$ cat src/rtl/lsq_mem_arbiter.sv
// Arbitrates the single data-memory port between LSQ loads and committed stores.
// Loads win for latency; a wait counter lets a starved store through.
module lsq_mem_arbiter #(
  parameter int unsigned MEM_LAT      = 2,
  parameter int unsigned STARVE_LIMIT = 4,
  parameter int unsigned ADDR_W       = 10,
  parameter int unsigned DATA_W       = 8
) (
  input  logic              clk,
  input  logic              rstn,
  input  logic              ld_req_valid,
  output logic              ld_req_ready,
  input  logic [ADDR_W-1:0] ld_req_addr,
  input  logic [31:0]       ld_req_tag,
  input  logic              st_req_valid,
  output logic              st_req_ready,
  input  logic [ADDR_W-1:0] st_req_addr,
  input  logic [DATA_W-1:0] st_req_data,
  input  logic              flush,
  output logic              mem_en,
  output logic              mem_we,
  output logic [ADDR_W-1:0] mem_addr,
  output logic [DATA_W-1:0] mem_wdata,
  input  logic [DATA_W-1:0] mem_rdata,
  output logic              ld_resp_valid,
  output logic [31:0]       ld_resp_tag,
  output logic [DATA_W-1:0] ld_resp_data,
  output logic              busy
);

  localparam int unsigned LatW = (MEM_LAT > 1) ? $clog2(MEM_LAT) : 1;
  localparam int unsigned CntW = $clog2(STARVE_LIMIT + 1);

  typedef enum logic {StIdle, StRdWait} state_e;

  state_e            state_q, state_d;
  logic [LatW-1:0]   lat_cnt_q, lat_cnt_d;
  logic [CntW-1:0]   st_wait_q, st_wait_d;
  logic              squash_q, squash_d;
  logic [31:0]       tag_q, tag_d;
  logic              resp_valid_q, resp_valid_d;
  logic [31:0]       resp_tag_q, resp_tag_d;
  logic [DATA_W-1:0] resp_data_q, resp_data_d;
  logic              ld_grant, st_grant, starved;

  assign starved = (st_wait_q >= CntW'(STARVE_LIMIT));

  always_comb begin
    state_d      = state_q;
    lat_cnt_d    = lat_cnt_q;
    st_wait_d    = st_wait_q;
    squash_d     = squash_q;
    tag_d        = tag_q;
    resp_valid_d = 1'b0;
    resp_tag_d   = resp_tag_q;
    resp_data_d  = resp_data_q;
    ld_grant     = 1'b0;
    st_grant     = 1'b0;

    unique case (state_q)
      StIdle: begin
        if (!rstn) begin
          st_grant = st_req_valid && (!ld_req_valid || starved);
          ld_grant = ld_req_valid && !st_grant;
        end
        if (ld_grant) begin
          tag_d     = ld_req_tag;
          lat_cnt_d = LatW'(MEM_LAT - 1);
          squash_d  = flush;
          state_d   = StRdWait;
        end
      end
      StRdWait: begin
        if (lat_cnt_q == '0) begin
          // Read data lands this cycle; a flush now still suppresses the response.
          resp_valid_d = !squash_q && !flush;
          if (resp_valid_d) begin
            resp_tag_d  = tag_q;
            resp_data_d = mem_rdata;
          end
          squash_d = 1'b0;
          state_d  = StIdle;
        end else begin
          lat_cnt_d = lat_cnt_q - 1'b1;
          if (flush) squash_d = 1'b1;
        end
      end
      default: state_d = StIdle;
    endcase

    if (st_grant) begin
      st_wait_d = '0;
    end else if (st_req_valid && !starved) begin
      st_wait_d = st_wait_q + 1'b1;
    end
  end

  always_ff @(posedge clk) begin
    if (rstn) begin
      state_q      <= StIdle;
      lat_cnt_q    <= '0;
      st_wait_q    <= '0;
      squash_q     <= 1'b0;
      tag_q        <= '0;
      resp_valid_q <= 1'b0;
      resp_tag_q   <= '0;
      resp_data_q  <= '0;
    end else begin
      state_q      <= state_d;
      lat_cnt_q    <= lat_cnt_d;
      st_wait_q    <= st_wait_d;
      squash_q     <= squash_d;
      tag_q        <= tag_d;
      resp_valid_q <= resp_valid_d;
      resp_tag_q   <= resp_tag_d;
      resp_data_q  <= resp_data_d;
    end
  end

  assign ld_req_ready  = ld_grant;
  assign st_req_ready  = st_grant;
  assign mem_en        = ld_grant || st_grant;
  assign mem_we        = st_grant;
  assign mem_addr      = st_grant ? st_req_addr : ld_req_addr;
  assign mem_wdata     = st_grant ? st_req_data : '0;
  assign ld_resp_valid = resp_valid_q;
  assign ld_resp_tag   = resp_tag_q;
  assign ld_resp_data  = resp_data_q;
  assign busy          = (state_q == StRdWait);

endmodule

$ cat config.mk
export PLATFORM = sky130hd
export DESIGN_NAME = lsq_mem_arbiter
export DESIGN_NICKNAME = d
export VERILOG_FILES = /design/src/rtl/lsq_mem_arbiter.sv
export SDC_FILE = /design/constraint.sdc
export NUM_CORES = 1
export LEC_CHECK = 0
export ABC_AREA = 1
export BUFFER_PORTS_ARGS = -buffer_cell sky130_fd_sc_hd__clkbuf_2
export CORE_MARGIN = 2
export CORE_UTILIZATION = 48
export DETAILED_ROUTE_END_ITERATION = 10
export PLACE_DENSITY = 0.8
export SYNTH_ARGS = -nofsm -noshare
export SYNTH_HDL_FRONTEND = slang
export SYNTH_SLANG_ARGS = --single-unit
$ cat constraint.sdc
create_clock -name clk -period 1.36 [get_ports clk]
set_input_delay 0.136 -clock clk [delete_from_list [all_inputs] [get_ports clk]]
set_output_delay 0.136 -clock clk [all_outputs]
set_load 0.05 [all_outputs]
==> results.sh <==
export IMPL_worst_path_max_delay_cell="dfxtp_2"
export IMPL_pwr_density_cell_mw_per_mm2=1010
export IMPL_min_from="ld_req_tag[18]"
export IMPL_drt_wirelength_per_cell_um=16.9
export IMPL_gp_congestion=0.770
export IMPL_finClkSkew_ps=14.5
export IMPL_cts_sinks=79
export IMPL_start_kind="flip-flop"
export IMPL_reg2reg_from="st_wait_q[2]"
export IMPL_comb_power_share_pct=21.1
export IMPL_violations="setup timing"
export IMPL_synth_enable_flop_cells=0
export IMPL_finalHoldWorstSlack_ps=3.79
export IMPL_final_design_instance_area_without_fill_mm2=0.00525
export IMPL_number_of_antenna_cells_inserted=0
export IMPL_avg_vias_per_cell=5.36
export IMPL_setup_tns_final_ps=-14070
export IMPL_critical_path_class="flip-flop to output port"
export IMPL_worst_slack_ps=-431
export IMPL_dieArea_mm2=0.00748
export IMPL_track_usage_pct=28.9
export IMPL_cpMostUsedCell="nand2_4"
export IMPL_worstMarginPinSlew_ps=304
export IMPL_synth_async_sr_flop_share_pct=0
export IMPL_post_route_min_period_ps=1790
export IMPL_placed_cell_area_mm2=0.00420
export IMPL_net_switching_power_mw=1.68
export IMPL_hpwlAfterDp_mm=5.59
export IMPL_synthesis_area_per_instance_um2=6.89
export IMPL_yosysWarnings=0
export IMPL_max_stage_delay_ps=350
export IMPL_synthesis_area_mm2=0.00327
export IMPL_intPower_mw=3.60
export IMPL_port_buffer_count=136
export IMPL_synth_largest_area_cell="dfxtp_1"
export IMPL_worst_path_buf_inv=3
export IMPL_htree_num_levels=3
export IMPL_timing_critical_path_fanout_max=12
export IMPL_gr_total_overflow=0
export IMPL_run_status="complete, but fails checks"
export IMPL_max_vdd_ir_drop_uv=738
export IMPL_drc=0
export IMPL_boundaryPins=137
export IMPL_slew_viol_final=0
export IMPL_dieHeight_um=86.5
export IMPL_synthDistinctLibCells=20
export IMPL_area_growth_synth_to_final_pct=60.7
export IMPL_number_of_rows_created_at_floorplan=30
export IMPL_grt_antenna_before_repair=0
export IMPL_fin_nets=709
export IMPL_worst_setup_path_startpoint="st_wait_q[2]"
export IMPL_synth_top_area_share_pct=48.4
export IMPL_setup_viol_count_final=57
export IMPL_synthTopCellsByArea="dfxtp_1 (48%), nand2_1 (17%), nor2_1 (8.9%), a21oi_1 (6.6%), nand3_1 (6.4%)"
export IMPL_vias=3857
export IMPL_ys_seq_area_share_pct=48.4
export IMPL_final_hold_viol_count=0
export IMPL_via_count_of_the_first_global_routing_pass=3467
export IMPL_drv_max_cap_violation_count=0
export IMPL_cts_tree="built"
export IMPL_wire_length_of_the_first_global_routing_pass_mm=16.7
export IMPL_clock_tree_buffer_depth=2
export IMPL_cts_buffers=9
export IMPL_cell_class_contributing_the_biggest_share_of_worst_path_delay="simple AND/OR/NAND/NOR gates"
export IMPL_crit_required_ps=1220
export IMPL_drt_antenna_violating_nets=0
export IMPL_synthFlopType="dfxtp_1"
export IMPL_worst_endpoint_arrival_ps=1660
export IMPL_fmax_mhz=558
export IMPL_final_min_period_over_clock_period_pct=132
export IMPL_relative_contribution_of_the_clock_network_to_total_power_pct=32.4
export IMPL_sequence_of_cells_on_the_critical_path="inv_2 -> nand2_2 -> nand2_4 -> nor2_4 -> buf_6 -> nand2_1 -> nand2_4 -> clkbuf_8"
export IMPL_drive_above_1_share_pct=41.6
export IMPL_grt_max_degree=43
export IMPL_postRouteWirelength_mm=12.2
export IMPL_timing_hold_worst_class="primary input to flip-flop"
export IMPL_setup_repair_after_global_routing_missed_its_margin="true"
export IMPL_clk_insertion_delay_late_ps=360
export IMPL_setup_worst_path_end_class="output port"
export IMPL_mappedNetlistNets=548
export IMPL_drt_iter0_drc=298
export IMPL_die_span_x_um=86.5
export IMPL_ff2ff_setup_slack_ps=-290
export IMPL_netlist_instances=474
export IMPL_clk_root_buffer_cell="clkbuf_8"
export IMPL_detailedRoute_firstPassIterationCount=5
export IMPL_max_slew_margin_pct=79.7
export IMPL_clkTransAtPathRegs_ps=90
export IMPL_synth_seq_cells=79
export IMPL_post_synth_top_count_cell="nand2_1"
export IMPL_core_area_mm2=0.00668
export IMPL_initial_utilization_pct=48.9
export IMPL_p_leak_nw=2.54
export IMPL_netSwitchingFraction_pct=31.7
export IMPL_netlist_top_cells_count="nand2_1 (145), dfxtp_1 (79), nor2_1 (77)"
export IMPL_share_seq_of_total_power_pct=46.4
## kinds of logic (layout without fill, tap and decap cells)
logic type                 count (synthesis)  in the layout  share of synthesized area [%]
AOI/OAI and AO/OA                         45             45                           7.01
xor gates and xnor gates                   1              1                          0.268
adders and majority gates                  1              1                          0.383
buffers and inverters                     79            245                           10.7
DFF                                       79             79                           48.4
and+or+nand+nor                          269            269                           33.2
## per-stage QoR
step | setup WS (ps) | cells | utilization, % | total power, mW
final | -431 | 720 | 78.5 | 5.28
after global routing | -471 | 720 | 78.5 | 5.44
after detailed placement | -65.1 | 679 | 62.8 | 3.25
after CTS | -302 | 709 | 73.6 | 5.06
after floorplan | 1.20 | 474 | - | 3.01
after global placement | -3.07 | 679 | 62.8 | 3.23
## path summary, 6_finish.rpt
kind	endpoint	cells past startpoint
setup / recovery	mem_addr[2]	8
hold / removal	tag_q[18]	3
setup reg to reg	tag_q[23]	11
hold reg to reg	ld_resp_tag[5]	2
## cell usage in the layout (no fill, tap or decap), types with 3 or more instances in the layout
| cell type | instances |
|---|---|
| clkbuf_2 | 114 |
| nand2_1 | 104 |
| dfxtp_1 | 77 |
| nor2_1 | 55 |
| inv_1 | 43 |
| a21oi_1 | 43 |
| nand3_1 | 42 |
| nand2_2 | 27 |
| clkbuf_8 | 21 |
| buf_4 | 19 |
| nand2_4 | 14 |
| nor2_4 | 13 |
| nor2_2 | 12 |
| clkbuf_16 | 8 |
| buf_8 | 8 |
| buf_12 | 7 |
| buf_16 | 5 |
| dlygate4sd3_1 | 5 |
| buf_6 | 4 |
| inv_2 | 3 |
## worst reg2reg max path, cell delays in order (launching register included)
cell and delay, ps:
dfxtp_2 340, inv_2 60, nand2_2 60, nand2_4 80, buf_4 110, buf_6 90, nand3_4 140, buf_12 200
buf_12 120, buf_16 130, nor2_1 170, nor2_2 70
## cell type report
cell class	count	area (um^2)
multi-input cells	316	1630
clock inverters	6	52.6
repair buffers	181	1560
inverters	48	183
flip-flops and latches	79	1590
well taps	80	100
clock buffers	10	138
fillers	426	1440
## power groups by stage
stage               Sequential (mW)  Combinational [mW]  Clock [mW]
floorplan                      2.53               0.482           0
global placement               2.49               0.741           0
detailed placement             2.50               0.757           0
CTS                            2.44               0.932        1.69
global route                   2.46                1.18        1.81
finish                         2.45                1.12        1.71
## timing repair
| action | CTS | global route |
|---|---|---|
| endpoints found under the hold margin | 5 | 0 |
| resized for setup | 80 | 51 |
| pin swaps | 2 | 6 |
| gates cloned | 4 | 7 |
| setup buffers | 5 | 4 |
| hold buffers | 5 | 0 |
| endpoints found under the setup margin | 27 | 68 |
## registers in the layout (all words and copies together), names as in the netlist
name / cells
st_wait_q: 3
ld_resp_valid: 1
ld_resp_data: 8
ld_resp_tag: 32
lat_cnt_q: 1
busy: 1
squash_q: 1
tag_q: 32
## routing by layer
layer / vias up / share of wire, % / track usage, %
li1: 1777 / - / -
met1: 1800 / 37 / 33.3
met2: 223 / 51 / 49.0
met3: 57 / 6.0 / 5.43
met4: 0 / 5.8 / 18.3
met5: - / 0 / 0
No activity file was read; power rests on OpenSTA's default activity.
